$ cat config.mk
export PLATFORM = sky130hd
export DESIGN_NAME = beam_scan_controller
export DESIGN_NICKNAME = d
export VERILOG_FILES = /design/src/rtl/supermic_pkg.sv /design/src/rtl/lr_edge_sync.sv /design/src/rtl/beam_scan_controller.sv
export SDC_FILE = /design/constraint.sdc
export NUM_CORES = 1
export LEC_CHECK = 0
export BUFFER_PORTS_ARGS = -buffer_cell sky130_fd_sc_hd__buf_2
export CAP_MARGIN = 25
export CORE_ASPECT_RATIO = 0.6
export CORE_MARGIN = 2
export CORE_UTILIZATION = 50
export CTS_BUF_LIST = sky130_fd_sc_hd__clkbuf_16
export CTS_CLUSTER_DIAMETER = 60
export DETAILED_ROUTE_END_ITERATION = 8
export PLACE_DENSITY = 0.71
export SETUP_SLACK_MARGIN = 0.02
export SLEW_MARGIN = 15
export SYNTH_ARGS = -nofsm -noshare
export SYNTH_HDL_FRONTEND = slang
export SYNTH_SLANG_ARGS = --single-unit
$ cat constraint.sdc
create_clock -name clk -period 3 [get_ports clk]
set_input_delay 0.45 -clock clk [delete_from_list [all_inputs] [get_ports clk]]
set_output_delay 0.45 -clock clk [all_outputs]
set_load 0.005 [all_outputs]
$ cat src/rtl/supermic_pkg.sv
`default_nettype none
// ============================================================================
//  supermic_pkg
//  Shared defaults, scan FSM encoding and the saturating magnitude helper.
//  Revision: 1.0
// ============================================================================
package supermic_pkg;

  localparam int DELAY_W_DEF = 5;
  localparam int SUM_W_DEF   = 22;

  typedef enum logic [2:0] {
    ST_IDLE      = 3'd0,
    ST_SETTLE    = 3'd1,
    ST_INTEGRATE = 3'd2,
    ST_COMPARE   = 3'd3,
    ST_LOCK      = 3'd4
  } scan_state_t;

  // |v| in one bit less than v; the most-negative code clamps to the positive max.
  function automatic logic [SUM_W_DEF-2:0] abs_sat(input logic signed [SUM_W_DEF-1:0] v);
    logic [SUM_W_DEF-1:0] neg;
    neg = SUM_W_DEF'(-v);
    if (!v[SUM_W_DEF-1])
      return v[SUM_W_DEF-2:0];
    else if (neg[SUM_W_DEF-1])
      return {(SUM_W_DEF-1){1'b1}};
    else
      return neg[SUM_W_DEF-2:0];
  endfunction

endpackage
`default_nettype wire

$ cat src/rtl/lr_edge_sync.sv
`default_nettype none
// ============================================================================
//  lr_edge_sync
//  Brings lr_clk into the clk domain and emits a one-cycle strobe per frame.
//  Revision: 1.0
// ============================================================================
module lr_edge_sync (
  input  logic clk,
  input  logic rst,
  input  logic lr_clk,
  output logic frame_stb
);

  logic r_sync1;
  logic r_sync2;
  logic r_prev;
  logic r_stb;

  always_ff @(posedge clk or negedge rst) begin
    if (!rst) begin
      r_sync1 <= 1'b0;
      r_sync2 <= 1'b0;
      r_prev  <= 1'b0;
      r_stb   <= 1'b0;
    end else begin
      r_sync1 <= lr_clk;
      r_sync2 <= r_sync1;
      r_prev  <= r_sync2;
      r_stb   <= r_sync2 & ~r_prev;
    end
  end

  assign frame_stb = r_stb;

endmodule
`default_nettype wire

$ cat src/rtl/beam_scan_controller.sv
`default_nettype none
// ============================================================================
//  beam_scan_controller
//  Scans every steering direction, integrates |sum_in| and locks onto the best.
//  Revision: 1.0
// ============================================================================
module beam_scan_controller
  import supermic_pkg::*;
#(
  parameter int NUM_DIR       = 32,
  parameter int DELAY_W       = DELAY_W_DEF,
  parameter int SUM_W         = SUM_W_DEF,
  parameter int SETTLE_FRAMES = 4,
  parameter int INT_LOG2      = 6,
  parameter int RESCAN_FRAMES = 1024
) (
  input  logic                          clk,
  input  logic                          rst,
  input  logic                          lr_clk,
  input  logic signed [SUM_W-1:0]       sum_in,
  input  logic                          start,
  input  logic                          auto_rescan,
  input  logic                          manual_en,
  input  logic        [DELAY_W-1:0]     manual_dir,
  output logic        [DELAY_W-1:0]     delay_select,
  output logic        [DELAY_W-1:0]     best_dir,
  output logic        [SUM_W-2+INT_LOG2:0] best_energy,
  output logic                          busy,
  output logic                          done
);

  localparam int c_acc_w     = SUM_W - 1 + INT_LOG2;
  localparam int c_int_n     = 1 << INT_LOG2;
  localparam int c_frame_max = (SETTLE_FRAMES > c_int_n) ? SETTLE_FRAMES : c_int_n;
  localparam int c_cnt_w     = $clog2(c_frame_max + 1);
  localparam int c_rsc_w     = $clog2(RESCAN_FRAMES + 1);

  localparam logic [c_cnt_w-1:0] c_settle_last = c_cnt_w'(SETTLE_FRAMES - 1);
  localparam logic [c_cnt_w-1:0] c_int_last    = c_cnt_w'(c_int_n - 1);
  localparam logic [c_rsc_w-1:0] c_rsc_last    = c_rsc_w'(RESCAN_FRAMES - 1);
  localparam logic [DELAY_W-1:0] c_last_dir    = DELAY_W'(NUM_DIR - 1);

  logic                 w_frame_stb;
  logic [SUM_W-2:0]     w_mag;

  scan_state_t          r_state,       w_state_nxt;
  logic [DELAY_W-1:0]   r_dir,         w_dir_nxt;
  logic [DELAY_W-1:0]   r_dsel,        w_dsel_nxt;
  logic [DELAY_W-1:0]   r_best_dir,    w_best_dir_nxt;
  logic [c_acc_w-1:0]   r_best_energy, w_best_energy_nxt;
  logic [DELAY_W-1:0]   r_cand_dir,    w_cand_dir_nxt;
  logic [c_acc_w-1:0]   r_cand_energy, w_cand_energy_nxt;
  logic                 r_cand_first,  w_cand_first_nxt;
  logic [c_acc_w-1:0]   r_acc,         w_acc_nxt;
  logic [c_cnt_w-1:0]   r_frame_cnt,   w_frame_cnt_nxt;
  logic [c_rsc_w-1:0]   r_rsc_cnt,     w_rsc_cnt_nxt;
  logic                 r_done,        w_done_nxt;
  logic                 w_begin;
  logic                 w_take;
  logic [DELAY_W-1:0]   w_win_dir;
  logic [c_acc_w-1:0]   w_win_energy;

  lr_edge_sync u_lr_edge_sync (
    .clk       (clk),
    .rst       (rst),
    .lr_clk    (lr_clk),
    .frame_stb (w_frame_stb)
  );

  assign w_mag = abs_sat(sum_in);

  // Direction 0 is always accepted via the first flag; later ties keep the lower index.
  assign w_take       = r_cand_first | (r_acc > r_cand_energy);
  assign w_win_dir    = w_take ? r_dir : r_cand_dir;
  assign w_win_energy = w_take ? r_acc : r_cand_energy;

  always_ff @(posedge clk or negedge rst) begin
    if (!rst) begin
      r_state       <= ST_IDLE;
      r_dir         <= '0;
      r_dsel        <= '0;
      r_best_dir    <= '0;
      r_best_energy <= '0;
      r_cand_dir    <= '0;
      r_cand_energy <= '0;
      r_cand_first  <= 1'b0;
      r_acc         <= '0;
      r_frame_cnt   <= '0;
      r_rsc_cnt     <= '0;
      r_done        <= 1'b0;
    end else begin
      r_state       <= w_state_nxt;
      r_dir         <= w_dir_nxt;
      r_dsel        <= w_dsel_nxt;
      r_best_dir    <= w_best_dir_nxt;
      r_best_energy <= w_best_energy_nxt;
      r_cand_dir    <= w_cand_dir_nxt;
      r_cand_energy <= w_cand_energy_nxt;
      r_cand_first  <= w_cand_first_nxt;
      r_acc         <= w_acc_nxt;
      r_frame_cnt   <= w_frame_cnt_nxt;
      r_rsc_cnt     <= w_rsc_cnt_nxt;
      r_done        <= w_done_nxt;
    end
  end

  always_comb begin
    w_state_nxt       = r_state;
    w_dir_nxt         = r_dir;
    w_dsel_nxt        = r_dsel;
    w_best_dir_nxt    = r_best_dir;
    w_best_energy_nxt = r_best_energy;
    w_cand_dir_nxt    = r_cand_dir;
    w_cand_energy_nxt = r_cand_energy;
    w_cand_first_nxt  = r_cand_first;
    w_acc_nxt         = r_acc;
    w_frame_cnt_nxt   = r_frame_cnt;
    w_rsc_cnt_nxt     = r_rsc_cnt;
    w_done_nxt        = 1'b0;
    w_begin           = 1'b0;

    if (manual_en) begin
      w_state_nxt = ST_IDLE;
    end else begin
      case (r_state)
        ST_IDLE: begin
          w_begin = start;
        end

        ST_SETTLE: begin
          if (w_frame_stb) begin
            if (r_frame_cnt >= c_settle_last) begin
              w_state_nxt     = ST_INTEGRATE;
              w_frame_cnt_nxt = '0;
              w_acc_nxt       = '0;
            end else begin
              w_frame_cnt_nxt = r_frame_cnt + c_cnt_w'(1);
            end
          end
        end

        ST_INTEGRATE: begin
          if (w_frame_stb) begin
            w_acc_nxt = r_acc + c_acc_w'(w_mag);
            if (r_frame_cnt == c_int_last) begin
              w_state_nxt     = ST_COMPARE;
              w_frame_cnt_nxt = '0;
            end else begin
              w_frame_cnt_nxt = r_frame_cnt + c_cnt_w'(1);
            end
          end
        end

        ST_COMPARE: begin
          w_cand_dir_nxt    = w_win_dir;
          w_cand_energy_nxt = w_win_energy;
          w_cand_first_nxt  = 1'b0;
          if (r_dir != c_last_dir) begin
            w_state_nxt     = ST_SETTLE;
            w_dir_nxt       = r_dir + DELAY_W'(1);
            w_dsel_nxt      = r_dsel + DELAY_W'(1);
            // A strobe landing here belongs to the next direction's settle window.
            w_frame_cnt_nxt = w_frame_stb ? c_cnt_w'(1) : '0;
          end else begin
            w_state_nxt       = ST_LOCK;
            w_best_dir_nxt    = w_win_dir;
            w_best_energy_nxt = w_win_energy;
            w_dsel_nxt        = w_win_dir;
            w_done_nxt        = 1'b1;
            w_rsc_cnt_nxt     = '0;
          end
        end

        ST_LOCK: begin
          if (start) begin
            w_begin = 1'b1;
          end else if (auto_rescan) begin
            if (w_frame_stb) begin
              if (r_rsc_cnt >= c_rsc_last)
                w_begin = 1'b1;
              else
                w_rsc_cnt_nxt = r_rsc_cnt + c_rsc_w'(1);
            end
          end else begin
            w_rsc_cnt_nxt = '0;
          end
        end

        default: begin
          w_state_nxt = ST_IDLE;
        end
      endcase
    end

    if (w_begin) begin
      w_state_nxt       = ST_SETTLE;
      w_dir_nxt         = '0;
      w_dsel_nxt        = '0;
      w_cand_dir_nxt    = '0;
      w_cand_energy_nxt = '0;
      w_cand_first_nxt  = 1'b1;
      w_frame_cnt_nxt   = '0;
      w_rsc_cnt_nxt     = '0;
    end
  end

  assign delay_select = manual_en ? manual_dir : r_dsel;
  assign best_dir     = r_best_dir;
  assign best_energy  = r_best_energy;
  assign done         = r_done;
  assign busy         = (r_state == ST_SETTLE) || (r_state == ST_INTEGRATE) ||
                        (r_state == ST_COMPARE);

endmodule
`default_nettype wire

# --- Yosys cells after proc, flatten, opt, wreduce, memory -nomap -nowiden ---
# Cells that the tools add are included.
word_totals:
  latchBits: 0
  out_inout_bits: 39
  in_bits: 33
  n_memories: 0
  regBits: 128
  ramBits: 0
  mem_bits_ro: 0
  elab_cells: 128
op_classes:
  magnitude_cmp: 3
  eq_ne: 22
  n_addsub: 6
  mul: 0
  shifts: 0
  reduce_logical: 16
  bitwise_logic: 5
  muxes: 60
  n_div: 0
ops:
  columns: ["operator", "count"]
  rows:
  - ["27-bit two-way mux", 7]
  - ["11-bit two-way mux", 7]
  - ["5-bit two-way mux", 13]
  - ["27-bit case mux with 2 select lines", 1]
  - ["7-bit two-way mux", 7]
  - ["21-bit two-way mux", 2]
  - ["27-bit by 21-bit adder with 27-bit output", 1]
  - ["27-bit > comparator", 1]
  - ["22-bit negation", 1]
  - ["11-bit case mux with 2 select lines", 1]
  - ["3-bit two-way mux", 7]
  - ["7-bit case mux with 3 select lines", 1]
  - ["5-bit AND reduction", 3]
  - ["1-bit two-way mux", 12]
  - ["4-bit by 3-bit != test with 1-bit output (second input constant)", 3]
  - ["4-bit != test (second input constant)", 3]
  - ["3-bit case mux with 4 select lines", 1]
  - ["11-bit by 1-bit adder with 11-bit output (second input constant)", 1]
  - ["11-bit by 10-bit >= comparator with 1-bit output (second input constant)", 1]
  - ["5-bit by 1-bit adder with 5-bit output (second input constant)", 2]
  - ["3-bit != test (second input constant)", 3]
  - ["7-bit by 1-bit adder with 7-bit output (second input constant)", 1]
  - ["7-bit by 6-bit == test with 1-bit output (second input constant)", 1]
  - ["7-bit by 2-bit >= comparator with 1-bit output (second input constant)", 1]
  - ["21 further kinds", 31]

# --- Logic depth before layout (Yosys ltp) ---
# Gate-level depths: netlist (run 1).
depth:
  ltp_word: 9
  ltp_mapped: 19
  ltp_nobuf: 18

# --- Hierarchy ---
# From an unflattened synthesis (run 1), not the netlist that was laid out.
hier_totals:
  hier_cells: 959
  area_unflattened_um2: 8265.4
modules_own_cells:
  columns: ["module", "cells_each", "instances", "area_each_um2", "seq_area_each_um2"]
  rows:
  - ["beam_scan_controller", 954, 1, 8151.6, 3103.0]
  - ["lr_edge_sync", 5, 1, 113.9, 100.1]

# --- Worst setup path before layout (run 1) ---
# Ideal clock, no wire load.
synth_path:
  path_type: "input to register"
  startpoint: "input sum_in[1]"
  endpoint: "register r_acc[24]"
  setup_slack_ps: -971
  t_arrival_ps: 3838
  path_stages: 19
  required_ps: 2867
  n_path_buf: 1
  setup_ps: 133
  cell_sequence: "nor3_2 -> nand4_1 -> nand4bb_1 -> or2_4 -> nor4_4 -> clkbuf_2 -> nand2_1 -> nand2_1 -> ha_1 -> inv_1 -> fa_1 -> nor2b_1 -> o31a_1 -> o21a_1 -> a21oi_1 -> a21oi_1 -> a21oi_1 -> o31ai_1 -> o41ai_1"
synth_via:
  elab_chain_len: 6
synth_lines:
  columns: ["item", "line_no", "source"]
  rows:
  - ["from (decl)", "beam_scan_controller.sv:20", "input logic signed [SUM_W-1:0] sum_in,"]
  - ["22-bit negation", "supermic_pkg.sv:23", "neg = SUM_W_DEF'(-v);"]
  - ["21-bit two-way mux", "supermic_pkg.sv:26", "else if (neg[SUM_W_DEF-1])"]
  - ["21-bit two-way mux *", "supermic_pkg.sv:24", "if (!v[SUM_W_DEF-1])"]
  - ["27-bit by 21-bit adder with 27-bit output *", "beam_scan_controller.sv:144", "w_acc_nxt = r_acc + c_acc_w'(w_mag);"]
  - ["27-bit two-way mux *", "beam_scan_controller.sv:143", "if (w_frame_stb) begin"]
  - ["27-bit case mux with 2 select lines *", "beam_scan_controller.sv:125", "case (r_state)"]
  - ["to (signal assigned)", "beam_scan_controller.sv:100", "r_acc <= w_acc_nxt;"]
  - ["to (decl)", "beam_scan_controller.sv:54", "logic [c_acc_w-1:0] r_acc, w_acc_nxt;"]
# Mark *: on every way between the ends. The rest lies on a longest branch, timed or not. The select of a mux whose other input is x is not followed.
# A chain may end at the register's enable or synchronous reset.

# --- Final worst setup path (run 1) ---
layout_path:
  startpoint: "input sum_in[3]"
  endpoint: "register r_acc[26]"
# The elaborated chain is that of the path after synthesis.

==> results of run 1 <==
[metrics by stage]
stage	total power [mW]	hold WS [ns]	setup slack [ns]	TNS (ns)
6_report	4.52	0.0402	-1.02	-17.33
5_1_grt	4.69	0.0884	-1.08	-19.69
4_1_cts	4.45	0.0640	-0.737	-11.49
3_5_place_dp	2.39	0.336	-1.35	-26.62
3_3_place_gp	2.38	0.335	-1.18	-22.82
2_1_floorplan	2.13	0.154	-0.867	-13.54
[timing repair]
action | in CTS | in global routing
pin swaps | 25 | 36
gates resized for setup | 35 | 70
hold endpoints to repair | 0 | 0
buffers inserted | 15 | 19
gates cloned | 1 | 0
setup endpoints to repair | 23 | 25
[registers in the layout, summed over array words and instances (netlist names), 7 cells and up]
register       count
r_acc             27
best_energy       27
r_rsc_cnt         11
r_frame_cnt        7
r_cand_energy     27
[worst min path at each step]
stage                                     start                               end  slack, ns  cells past startpoint
2_1_floorplan                               rst           best_dir[0]$_DFFE_PN0P_       0.15                      0
3_3_place_gp   u_lr_edge_sync.r_sync1$_DFF_PN0_  u_lr_edge_sync.r_sync2$_DFF_PN0_       0.34                      0
3_5_place_dp   u_lr_edge_sync.r_sync1$_DFF_PN0_  u_lr_edge_sync.r_sync2$_DFF_PN0_       0.34                      0
4_1_cts                                     rst       best_energy[15]$_DFFE_PN0P_       0.06                      1
5_1_grt                                     rst  u_lr_edge_sync.r_sync1$_DFF_PN0_       0.09                      1
6_report                                    rst  u_lr_edge_sync.r_sync1$_DFF_PN0_       0.04                      1
[kinds of logic after synthesis]
| group | synth area share |
|---|---|
| flops | 0.386 |
| buf+inv | 0.0545 |
| xor+xnor | 0.0222 |
| simple gates | 0.180 |
| compound gates | 0.220 |
| mux | 0.0481 |
| fa+ha+maj | 0.0884 |
[final cells by class]
class,instances,area [µm²],area share
Clock inverter,14,151,0.0135
Tap cell,209,262,0.0233
Timing Repair Buffer,232,1730,0.154
Sequential cell,128,3200,0.286
Multi-Input combinational cell,714,5150,0.460
Inverter,75,282,0.0251
Clock buffer,17,425,0.0380
[layer usage]
| metal | vias to the layer above | track usage | routed length, µm |
|---|---|---|---|
| met3 | 41 | 0.0485 | 1690 |
| met1 | 3874 | 0.422 | 11900 |
| met2 | 319 | 0.377 | 10800 |
| li1 | 3875 | - | - |
| met5 | - | 0 | 0 |
| met4 | 0 | 0.0592 | 398 |
[placed cells by master (no fill, tap or decap), types with 5 or more instances in the layout]
master     synthesis  routed
a21o_1            18      18
or3_1              5       5
mux2_2             7       6
nor2_1            55      52
o21a_1             7       6
nand2b_1          10       7
ha_4               0       6
o21ai_1           23      25
nor3_1            14      11
inv_1             75      75
xnor2_1           12       8
mux2i_1           32      32
buf_4              3     139
clkbuf_16          0      17
nand4_1           14      14
nand3b_1           6       6
xor2_1             9       9
dfrtp_1          128     128
a21oi_2            0      11
buf_12             0       7
nand2_1          100      95
nor2b_1            8       6
o21ai_2            0      12
a31oi_1            7       7
a22o_1             8       8
ha_1              57      51
a21oi_1           40      26
and3_1            10      10
or2_2              5       5
nand3_1           47      45
o21ai_0          126     110
buf_2              6      68
buf_6              1      18
o31ai_1           13      10
[worst max-delay path, stage by stage]
cell and delay [ns]:
buf_2 0.11, nor2_1 0.19, nand4_1 0.22, nand4bb_1 0.29, or2_4 0.27, nor4_4 0.15
buf_6 0.17, buf_6 0.15, nand2b_4 0.15, nand2_4 0.06, o21ai_4 0.26, buf_6 0.14
ha_4 0.14, nor3_4 0.04, nor3_2 0.18, o21a_4 0.19, a21oi_4 0.07, a21oi_2 0.21
buf_4 0.17, nand2_2 0.05, a21o_1 0.25, o41ai_2 0.40
[where the power goes]
group	switching [mW]	internal (mW)	total, mW
Sequential	0.0409	1.76	1.80
Combinational	0.381	0.289	0.670
Clock	0.761	1.28	2.04
==> results.json, run 1 <==
{
  "status": "complete, but fails checks",
  "violations": "setup timing",
  "dr.pass1.iters": 6,
  "synth-seq-area-share": 0.386,
  "start_kind": "input port",
  "drive_above_1_share": 0.307,
  "path_class": "input port to flip-flop",
  "grt_pass1_vias": 7382,
  "synth_top_flop_cell": "dfrtp_1",
  "fmaxAchievable_ghz": 0.249,
  "final_cell_area_mm2": 0.0112,
  "utilization": 0.691,
  "setup-violations-final": 23,
  "synth.area.top_cells": "dfrtp_1, ha_1, o21ai_0",
  "syn2layout_area_growth_pct": 35.1,
  "synthDistinctLibCells": 79,
  "clock-sinks": 128,
  "r2r-start": "r_acc[1]$_DFFE_PN0P_",
  "grt_pass1_wl_um": 37900,
  "fin_cells": 1389,
  "clk_latency_ns": 0.41,
  "antenna_found_initial": 0,
  "synthTopCellsByCount": "dfrtp_1, o21ai_0, nand2_1",
  "power_leakage_nw": 5.42,
  "startpoint": "sum_in[3]",
  "peakVddDrop_mv": 0.364,
  "end_kind": "flip-flop",
  "synth_top_area_share": 0.386,
  "root_buffer": "clkbuf_16",
  "skew_ns": 0.0121,
  "slew_viol_final": 0,
  "synthCells": 955,
  "htree_num_levels": 4,
  "async_flop_share": 1.00,
  "syn_avg_cell_area_um2": 8.68,
  "initial_core_util": 0.511,
  "cts_buffer_depth": 2,
  "numCtsBuffers": 17,
  "synth_area_mm2": 0.00829,
  "vias_per_cell": 5.84,
  "finalHoldViolCount": 0,
  "tightest_slew_ns": 0.761,
  "dieArea_mm2": 0.0177,
  "cts_hold_buf": 0,
  "wirelength_um": 24700,
  "ant_nets": 0,
  "maxCapViolations": 0,
  "gp_congestion": 0.880,
  "drc": 0,
  "hpwl_um": 16500,
  "io_buffers": 71,
  "wl_per_cell_um": 17.8,
  "io_pins": 72,
  "grtUsageTotal": 0.267,
  "grt_max_degree": 67,
  "syn-num-nets": 1046,
  "grt.overflow.total": 0,
  "die_w_um": 170,
  "fin_crit_ns": 4.02,
  "max-slew-margin-rel": 0.492,
  "row_count": 36,
  "rr_worst_depth": 10,
  "dp.cells": 1325,
  "placed_area_mm2": 0.00987,
  "required_ns": 3.28,
  "hold_path_class": "input port to async pin",
  "r2r_slack_ns": 0.09,
  "worstReg2RegEnd": "best_energy[23]$_DFFE_PN0P_",
  "layout.nets": 1259,
  "yosysTopAreaCell": "dfrtp_1",
  "yosys_warnings": 0,
  "path_max_fanout": 8,
  "post-route-period-util": 1.34,
  "crit_end": "r_acc[26]$_DFFE_PN0P_",
  "n_antenna_cell": 0,
  "finalWorstSetupSlack_ns": -1.02,
  "arrival_ns": 4.30,
  "synth-seq-cells": 128,
  "cts_tree": "done",
  "powerDensity_mw_per_mm2": 403,
  "fp.dieH_um": 104,
  "cts.clk_slew.worst_paths_ns": 0.05,
  "rsz0062_at_grt": "yes",
  "fillCellCount": 1189,
  "vias": 8109,
  "dr.first_iter.drc_count": 776,
  "synthMostInstantiatedCell": "dfrtp_1",
  "synth_edf_count": 0,
  "core-area_mm2": 0.0162
}
Power figures use the tool's default switching activity.
==> run 2, diff against run 1 <==
Settings changed: SETUP_SLACK_MARGIN 0.02 to not set.
==> run 2 against run 1 <==
  * Largest cell class unchanged
  * Critical endpoint is now r_acc[25]$_DFFE_PN0P_
  * The flow still finishes with violations (setup timing)
  * Clock-buffer cell count unchanged
  * Clock skew down 0.0044 ns
  * Global-route usage shrank 0.24 points
==> results.json, run 2 (same netlist as run 1, synthesis figures left out) <==
{
  "post-route-period-util": 1.26,
  "vias_per_cell": 5.76,
  "drc": 0,
  "arrival_ns": 4.09,
  "layout.nets": 1249,
  "status": "complete, but fails checks",
  "path_max_fanout": 8,
  "numCtsBuffers": 17,
  "core-area_mm2": 0.0162,
  "dr.first_iter.drc_count": 808,
  "gp_congestion": 0.866,
  "slew_viol_final": 0,
  "max-slew-margin-rel": 0.493,
  "drive_above_1_share": 0.280,
  "vias": 7955,
  "grt_pass1_vias": 7463,
  "initial_core_util": 0.511,
  "wl_met2_um": 9860,
  "required_ns": 3.30,
  "finalWorstSetupSlack_ns": -0.790,
  "ant_nets": 0,
  "rr_worst_depth": 10,
  "n_antenna_cell": 0,
  "violations": "setup timing",
  "row_count": 36,
  "start_kind": "input port",
  "hold_path_class": "input port to async pin",
  "setup_tns_ns": -13.37,
  "clock-sinks": 128,
  "grtUsageTotal": 0.265,
  "wirelength_um": 23200,
  "end_kind": "flip-flop",
  "clk_latency_ns": 0.42,
  "fmaxAchievable_ghz": 0.264,
  "die_w_um": 170,
  "maxCapViolations": 0,
  "io_pins": 72,
  "total_power_mw": 4.69,
  "dieArea_mm2": 0.0177,
  "antenna_found_initial": 0,
  "finalHoldViolCount": 0,
  "dr.pass1.iters": 7,
  "rsz0062_at_grt": "yes",
  "hpwl_um": 16600,
  "cts.clk_slew.worst_paths_ns": 0.05,
  "powerDensity_mw_per_mm2": 429,
  "wl_per_cell_um": 16.8,
  "layout_common_cells": "buf_4, dfrtp_1, o21ai_0",
  "top_layer": "met4",
  "power_leakage_nw": 5.37,
  "peakVddDrop_mv": 0.300,
  "root_buffer": "clkbuf_16",
  "m1WireLength_um": 11600,
  "grt_pass1_wl_um": 37900,
  "startpoint": "sum_in[1]",
  "io_buffers": 71,
  "cts_tree": "done",
  "htree_num_levels": 4,
  "setup-violations-final": 23,
  "tightest_slew_ns": 0.758,
  "syn2layout_area_growth_pct": 32.1,
  "utilization": 0.675,
  "grt_max_degree": 72,
  "fin_crit_ns": 3.79,
  "grt.overflow.total": 0,
  "r2r-start": "r_acc[1]$_DFFE_PN0P_",
  "dr_wl_met3_um": 1450,
  "fp.dieH_um": 104,
  "cts_buffer_depth": 2,
  "skew_ns": 0.00776,
  "mostFrequentLayoutCell": "buf_4",
  "path_class": "input port to flip-flop"
}
==> run 2: changes by cell type in the layout (fill, tap and decap cells not counted), sizes merged <==
cell / previous run / this run
clkinv: 5 / 6
bufinv: 3 / 5
buf: 232 / 222
clkinvlp: 4 / 2
==> run 2: worst paths after layout <==
path | endpoint | slack (ns)
setup reg to reg | best_energy[23]$_DFFE_PN0P_ | 0.18
min in group clk | u_lr_edge_sync.r_sync1$_DFF_PN0_ | 0.14
setup / recovery | r_acc[25]$_DFFE_PN0P_ | -0.79
hold / removal | r_rsc_cnt[8]$_DFFE_PN0P_ | 0.03
hold reg to reg | u_lr_edge_sync.r_sync2$_DFF_PN0_ | 0.35
max in group asynchronous | r_cand_dir[1]$_DFFE_PN0P_ | 2.21
==> run 2: cell type report <==
class | instances | area [µm²]
clock inverters | 15 | 218
clock buffers | 17 | 425
inverters | 75 | 282
well taps | 209 | 262
fillers | 1252 | 5270
flip-flops and latches | 128 | 3200
repair buffers | 222 | 1630
multi-input cells | 714 | 4930
==> run 2: metrics by stage <==
step,hold WS [ns],cells,worst slack [ns],area (µm²)
5_1_grt,0.104,1380,-0.969,10900
6_report,0.0329,1380,-0.790,10900
3_5_place_dp,0.338,1334,-1.23,9950
2_1_floorplan,0.154,955,-0.867,8360
4_1_cts,0.0848,1369,-0.731,10700
3_3_place_gp,0.336,1334,-1.12,9950
==> run 2: critical path, stage by stage <==
cell and delay [ns]:
buf_6 0.10, nor3_4 0.18, nand4_1 0.20, nand4bb_4 0.26, or2_4 0.26, nor4_4 0.16, buf_6 0.17, or2b_1 0.16
buf_12 0.14, o21ai_4 0.05, o21ai_2 0.07, ha_1 0.28, and4_1 0.24, nand2_1 0.07, o211ai_1 0.09, a41o_2 0.30
a21oi_4 0.21, buf_6 0.13, a21oi_4 0.07, a2111o_1 0.42, o41ai_1 0.07
==> run 2: metal layers <==
metal | GRT usage | up-vias
met5 | 0 | -
met1 | 0.424 | 3797
met4 | 0.0549 | 0
li1 | - | 3851
met3 | 0.0455 | 33
met2 | 0.372 | 274
==> run 2: report_power, final <==
part / switching [mW] / internal, mW
clock: 0.791 / 1.47
sequential: 0.0432 / 1.76
combinational: 0.360 / 0.270
==> run 2: what timing repair did <==
item,CTS,global route
pin swaps,7,26
hold buffers,0,0
gates resized for setup,18,40
buffers inserted,3,12
endpoints found under the setup margin,23,41
